--- src/rtl/bin_to_bcd_2digit_if.sv ---
// Handshake and result bundle between the binary-to-BCD converter and its neighbours.
// The master drives the binary request; the slave (converter) returns the BCD result.
interface bin_to_bcd_2digit_if;
    logic       in_valid;
    logic       in_ready;
    logic [7:0] bin;
    logic [7:0] value;
    logic [1:0] hundreds;
    logic       overflow;
    logic       out_valid;

    modport master (
        output in_valid, bin,
        input  in_ready, value, hundreds, overflow, out_valid
    );

    modport slave (
        input  in_valid, bin,
        output in_ready, value, hundreds, overflow, out_valid
    );
endinterface

--- src/rtl/bin_to_bcd_2digit.sv ---
// Iterative double-dabble converter: 8-bit binary to packed {tens, ones} BCD plus hundreds digit.
// Optional macro BCD_SATURATE_EN clamps value to 8'h99 for results of 100 and above.
module bin_to_bcd_2digit (
    input  logic                 CLK,
    input  logic                 RST_N,
    bin_to_bcd_2digit_if.slave   bus
);
    localparam logic [1:0] S_IDLE  = 2'd0;
    localparam logic [1:0] S_SHIFT = 2'd1;
    localparam logic [1:0] S_DONE  = 2'd2;

    logic [1:0]  state_q,     state_d;
    logic [7:0]  shreg_q,     shreg_d;
    logic [11:0] acc_q,       acc_d;
    logic [2:0]  cnt_q,       cnt_d;
    logic [7:0]  value_q,     value_d;
    logic [1:0]  hundreds_q,  hundreds_d;
    logic        overflow_q,  overflow_d;
    logic        out_valid_q, out_valid_d;

    logic [11:0] acc_adj;
    logic [19:0] shifted;

    function automatic logic [3:0] add3(input logic [3:0] n);
        return (n >= 4'd5) ? n + 4'd3 : n;
    endfunction

    function automatic logic [7:0] pack_value(input logic [11:0] acc);
`ifdef BCD_SATURATE_EN
        if (acc[11:8] != 4'd0) return 8'h99;
`endif
        return acc[7:0];
    endfunction

    // All three digits are corrected from their pre-correction values before the shift.
    assign acc_adj = {add3(acc_q[11:8]), add3(acc_q[7:4]), add3(acc_q[3:0])};
    assign shifted = {acc_adj, shreg_q} << 1;

    always_comb begin
        state_d     = state_q;
        shreg_d     = shreg_q;
        acc_d       = acc_q;
        cnt_d       = cnt_q;
        value_d     = value_q;
        hundreds_d  = hundreds_q;
        overflow_d  = overflow_q;
        out_valid_d = 1'b0;
        case (state_q)
            S_IDLE: begin
                if (bus.in_valid) begin
                    shreg_d = bus.bin;
                    acc_d   = 12'd0;
                    cnt_d   = 3'd0;
                    state_d = S_SHIFT;
                end
            end
            S_SHIFT: begin
                acc_d   = shifted[19:8];
                shreg_d = shifted[7:0];
                cnt_d   = cnt_q + 3'd1;
                if (cnt_q == 3'd7) state_d = S_DONE;
            end
            S_DONE: begin
                value_d     = pack_value(acc_q);
                hundreds_d  = acc_q[9:8];
                overflow_d  = (acc_q[11:8] != 4'd0);
                out_valid_d = 1'b1;
                state_d     = S_IDLE;
            end
            default: state_d = S_IDLE;
        endcase
    end

    always_ff @(posedge CLK) begin
        if (!RST_N) begin
            state_q     <= S_IDLE;
            shreg_q     <= 8'd0;
            acc_q       <= 12'd0;
            cnt_q       <= 3'd0;
            value_q     <= 8'h00;
            hundreds_q  <= 2'd0;
            overflow_q  <= 1'b0;
            out_valid_q <= 1'b0;
        end else begin
            state_q     <= state_d;
            shreg_q     <= shreg_d;
            acc_q       <= acc_d;
            cnt_q       <= cnt_d;
            value_q     <= value_d;
            hundreds_q  <= hundreds_d;
            overflow_q  <= overflow_d;
            out_valid_q <= out_valid_d;
        end
    end

    assign bus.in_ready  = (state_q == S_IDLE);
    assign bus.value     = value_q;
    assign bus.hundreds  = hundreds_q;
    assign bus.overflow  = overflow_q;
    assign bus.out_valid = out_valid_q;
endmodule

--- src/flat_wrapper.sv ---
// flat-port wrapper written by rule: the top's interface ports become plain ports
module bin_to_bcd_2digit_flat 
  (CLK, RST_N, bus_in_valid, bus_bin, bus_in_ready, bus_value, bus_hundreds, bus_overflow, bus_out_valid);
  bin_to_bcd_2digit_if bus_i ();
  input  logic CLK;
  input  logic RST_N;
  input wire logic [$bits(bus_i.in_valid)-1:0] bus_in_valid;
  input wire logic [$bits(bus_i.bin)-1:0] bus_bin;
  output wire logic [$bits(bus_i.in_ready)-1:0] bus_in_ready;
  output wire logic [$bits(bus_i.value)-1:0] bus_value;
  output wire logic [$bits(bus_i.hundreds)-1:0] bus_hundreds;
  output wire logic [$bits(bus_i.overflow)-1:0] bus_overflow;
  output wire logic [$bits(bus_i.out_valid)-1:0] bus_out_valid;
  assign bus_i.in_valid = bus_in_valid;
  assign bus_i.bin = bus_bin;
  assign bus_in_ready = bus_i.in_ready;
  assign bus_value = bus_i.value;
  assign bus_hundreds = bus_i.hundreds;
  assign bus_overflow = bus_i.overflow;
  assign bus_out_valid = bus_i.out_valid;
  bin_to_bcd_2digit u_core (.CLK(CLK), .RST_N(RST_N), .bus(bus_i));
endmodule
--- config.mk ---
export PLATFORM = sky130hd
export DESIGN_NAME = bin_to_bcd_2digit_flat
export DESIGN_NICKNAME = d
export VERILOG_FILES = /design/src/rtl/bin_to_bcd_2digit_if.sv /design/src/rtl/bin_to_bcd_2digit.sv /design/src/flat_wrapper.sv
export SDC_FILE = /design/constraint.sdc
export NUM_CORES = 1
export LEC_CHECK = 0
export CORE_UTILIZATION = 53
export CTS_CLUSTER_SIZE = 25
export DETAILED_ROUTE_END_ITERATION = 16
export HOLD_SLACK_MARGIN = 0.05
export PLACE_DENSITY = 0.77
export SLEW_MARGIN = 5
export SYNTH_ARGS = -nofsm -noshare
export SYNTH_HDL_FRONTEND = slang
export SYNTH_SLANG_ARGS = --single-unit
--- constraint.sdc ---
create_clock -name CLK -period 1.6 [get_ports CLK]
set_input_delay 0.32 -clock CLK [delete_from_list [all_inputs] [get_ports CLK]]
set_output_delay 0.32 -clock CLK [all_outputs]
set_load 0.1 [all_outputs]
; ---- Word-level counts from Yosys, hierarchy flattened
; Index checks and enable logic that the tools add are counted.
; Widths: inputs -> output; s select.
[op_classes]
addsub = 4
n_mul = 0
div = 0
magnitude_cmp = 3
n_eq_ne = 5
n_shift = 0
mux = 13
bitwise_logic = 0
n_reduce_logical = 5
[op_table]
columns = operator, count
row1 = $pmux 12 s2, 1
row2 = $pmux 8 s2, 1
row3 = $ge 4x3->1 const B, 3
row4 = $mux 12, 1
row5 = $add 4x2->4 const B, 2
row6 = $mux 4, 2
row7 = $mux 8, 1
row8 = $mux 3, 2
row9 = $pmux 3 s2, 1
row10 = $mux 2, 2
row11 = $pmux 2 s2, 1
row12 = $reduce_and 2->1, 2
row13 = $reduce_bool 4->1, 1
row14 = $add 3x1->3 const B, 1
row15 = $add 3x2->3 const B, 1
row16 = $eq 3x3->1 const B, 1
row17 = $eq 2x1->1 const B, 1
row18 = $eq 2x2->1 const B, 1
row19 = $logic_not 2->1, 1
row20 = $ne 2x1->1 const B, 1
row21 = $ne 2x2->1 const B, 1
row22 = $reduce_bool 2->1, 1
row23 = $mux 1, 1
[word_totals]
ff_bits = 37
latchBits = 0
ram_bits = 0
romBits = 0
input_bits = 11
out_inout_bits = 13
elab_cells = 38
memories = 0

; ---- Depth between registers and ports, before layout
[depth]
ltp_word = 3
depth_mapped = 6
mapped_depth_nobuf = 6

; ---- Worst setup path before layout
; Ideal clock, no wire load.
[synth_path]
kind = register to register
startpoint = register u_core.state_q[0]
endpoint = register u_core.shreg_q[0]
setup_ps = 68
t_arrival_ps = 2112
required_ps = 1532
slack_ps = -580
path_stages_with_launch = 5
path_buffers = 1
period_less_slack_ps = 2180
path_cell_list = dfxtp_1 clkbuf_4 nor2_1 a32oi_1 nor2b_1
[synth_via]
elab_chain_len = 3
word_cells_on_any_way = 6
classes_between = eq/ne: 2 / mux: 1 / reduce/logical: 3
[synth_lines]
columns = element, line
row1 = start: declaration, bin_to_bcd_2digit.sv:12  ; logic [1:0] state_q, state_d;
row2 = start signal: assignment, bin_to_bcd_2digit.sv:85  ; state_q <= state_d;
row3 = $logic_not 2->1 *, n/a
row4 = via bus_in_ready, flat_wrapper.sv:9  ; output wire logic [$bits(bus_i.in_ready)-1:0] bus_in_ready;
row5 = $ne 2x2->1 (no line) / $reduce_bool 2->1 (equally long branches), n/a
row6 = $reduce_and 2->1 (no line), n/a
row7 = end signal: assignment, bin_to_bcd_2digit.sv:86  ; shreg_q <= shreg_d;
row8 = end: declaration, bin_to_bcd_2digit.sv:13  ; logic [7:0] shreg_q, shreg_d;
; The timed path passes the listed nets; every way through them passes the cells marked *.
; A chain may end at the register's enable or synchronous reset.

; ---- Final worst setup path
[layout_path]
startpoint = register u_core.acc_q[1]
endpoint = register u_core.acc_q[2]
[layout_via]
elab_chain_len = 3
word_cells_on_any_way = 4
classes_between = add/sub: 1 / order compare: 1 / mux: 2
[layout_lines]
columns = element, line
row1 = start: declaration, bin_to_bcd_2digit.sv:14  ; logic [11:0] acc_q, acc_d;
row2 = start signal: assignment, bin_to_bcd_2digit.sv:78  ; acc_q <= 12'd0;
row3 = start signal: assignment, bin_to_bcd_2digit.sv:87  ; acc_q <= acc_d;
row4 = $add 4x2->4 / $ge 4x3->1 (equally long branches), bin_to_bcd_2digit.sv:25  ; return (n >= 4'd5) ? n + 4'd3 : n;
row5 = $mux 4 *, bin_to_bcd_2digit.sv:25
row6 = $pmux 12 s2 *, bin_to_bcd_2digit.sv:48  ; case (state_q)
; Mark *: on every way between the ends. The rest lies on a longest branch, timed or not.

==> metrics <==
Worst Path Arrival 1.76 ns; Synth Area in Compound Gates 19.0%; TNS Setup 0 ns; commonest non-fill, non-tap cell in the layout nand2_1; Mapped Nets 212; synth top area cells dfxtp_1, nand2_1, ha_1, a21boi_1, o211a_1; post-synth top area cell dfxtp_1; async set-reset flop share out of synthesis 0%; simple-gate share of the synthesized area 20.4%; vias in the first global route 1286; drt wl/cell 12.4 um; post-synthesis mux area share 2.57%; fin crit share 92.8%; status completed; Unique masters post-synth 32; VDD IR max 0.000666 V; CTS Buf Count 5; gr usage total 21.5%; crit start category flop; vias per cell 5.27; RSZ-0062 raised after global routing false; initial antenna violation count 0; root buffer cell clkbuf_4; Final Hold Fails 0; Final min period 1.48 ns; Worst-Skew Late Latency 0.34 ns; post-synthesis sequential area ratio 43.5%; Max Freq 674 MHz; Clock Skew 0.00538 ns; Core ar. 0.00305 mm2; via count 1402; Initial Util 55.7%; Max clock buf depth 2; # setup viols final 0; Die Y 58.7 um; fill count 238; Port-buffer cells 23; final net count 241; Cell Area, Synth 0.00170 mm2; most frequent cells in the layout nand2_1, dfxtp_1, buf_12, a21boi_1; ant diodes 0; share of the synthesized area in the top cell type 43.5%; die area 0.00344 mm2; die width 58.7 um; CTS Sinks 37; first-pass GRT wire length 5520 um; Cells after Synth 192; Final Slew Violations 0; Post-Synth Adder-Cell Area 6.62%; HPWL Detailed 2360 um; final WL 3290 um; Post-Synth XOR/XNOR Area 2.57%; Min Hold Slack 0.457 ns; clock transition at the registers of the reported paths 0.10 ns; pin count of the biggest net entering global routing 16; Yosys warning count 0; Detail Route Antenna Nets 0; critical path class reg -> reg; Synth Register Bits 37; Max Cap Violations 0; Power Dens Cells 729 mW/mm2; Area Growth Syn to Fin 29.6%; Leak Pwr 0.880 nW; hold-fix buffers at CTS 0; htree depth 2; Top FF cell, synth dfxtp_1; Overflow after GRT 0; main combinational cell family by area after synthesis simple AND/OR/NAND/NOR gates; number of synthesized flops with an enable pin 0; Routability Congestion 0.787; worst hold-check path type reg -> reg; CP endpoint kind flop; # IOs 24; Mean Syn Cell Area 8.86 um2; Crit Path Max Fanout 4; DR iter-0 viols 32; Finished Core Util 72.3%; Data required, critical path 1.88 ns; Rel. slew slack 71.8%; Post-CTS Setup Bufs 0; Slew @ Worst Pin 0.422 ns; drt pass-1 iters 4; # rows 20; CTS tree built; layout cell share with drive strength beyond 1 18.9%; # DRC 0
cell usage after synthesis (4+ instances only):
cell,instances
a21boi_1,13
a21oi_1,4
dfxtp_1,37
ha_1,9
inv_1,7
nand2_1,43
nand2b_1,5
nand3_1,10
nor2b_1,5
nor3_1,4
o211a_1,8
o21ai_1,10
stage by stage:
stage               instances  power (mW)  cell area, um2  setup slack (ns)
floorplan                 192        1.09            1710             0.147
global placement          258        1.15            2140            0.0634
detailed placement        258        1.16            2140         -0.000382
CTS                       266        1.61            2190            0.0390
global route              266        1.67            2210            0.0161
finish                    266        1.61            2210             0.116
kinds of logic after synthesis:
family | after synthesis
flip-flops | 37
adder cells (fa/ha/maj) | 9
XOR/XNOR | 5
multiplexers | 4
buffers and inverters | 17
AND/OR/NAND/NOR | 76
AO/OA/AOI/OAI | 44
worst paths after layout:
kind | from | to | slack (ns) | cells after the start
setup / recovery | u_core.acc_q[1]$_SDFFE_PN0P_ | u_core.acc_q[2]$_SDFFE_PN0P_ | 0.12 | 6
hold / removal | u_core.acc_q[9]$_SDFFE_PN0P_ | u_core.acc_q[9]$_SDFFE_PN0P_ | 0.46 | 2
setup reg to reg | u_core.acc_q[1]$_SDFFE_PN0P_ | u_core.acc_q[2]$_SDFFE_PN0P_ | 0.12 | 6
hold reg to reg | u_core.acc_q[9]$_SDFFE_PN0P_ | u_core.acc_q[9]$_SDFFE_PN0P_ | 0.46 | 2
power by group:
group	switching, mW	internal [mW]
registers	0.0173	0.944
logic	0.0877	0.0871
clock network	0.297	0.175
critical path: stages, from the launching register on:
cell and delay [ns]:
dfxtp_2 0.37, inv_1 0.07, ha_1 0.18, nand2b_1 0.16, a21oi_2 0.18, mux2_2 0.35
o21ai_1 0.11
layout make-up:
cell class	instances	area (um2)	area share [%]
clock buffer	8	48.8	2.21
inverter	7	26.3	1.19
multi-input combinational	138	892	40.4
timing repair buffer	32	440	20.0
tap	44	55.1	2.50
sequential	37	743	33.7
registers in the layout (all words and copies together) (netlist names):
| register | flops |
|---|---|
| u_core.acc_q | 12 |
| u_core.bus.value | 8 |
| u_core.shreg_q | 8 |
| u_core.cnt_q | 3 |
| u_core.bus.hundreds | 2 |
| u_core.state_q | 2 |
| u_core.bus.out_valid | 1 |
| u_core.bus.overflow | 1 |
per-layer routing:
layer  track usage [%]  wire [um]  vias up
met4              7.14         40        0
met3              7.25        152        5
met5                 0          0        -
met1              23.9       1460      664
li1                  -          -      707
met2              38.6       1640       26
timing repair:
item | CTS | global route
hold endpoints to repair | 0 | 0
endpoints found under the setup margin | 0 | 3
resized for setup | 0 | 7
No activity file was read; power rests on OpenSTA's default activity.
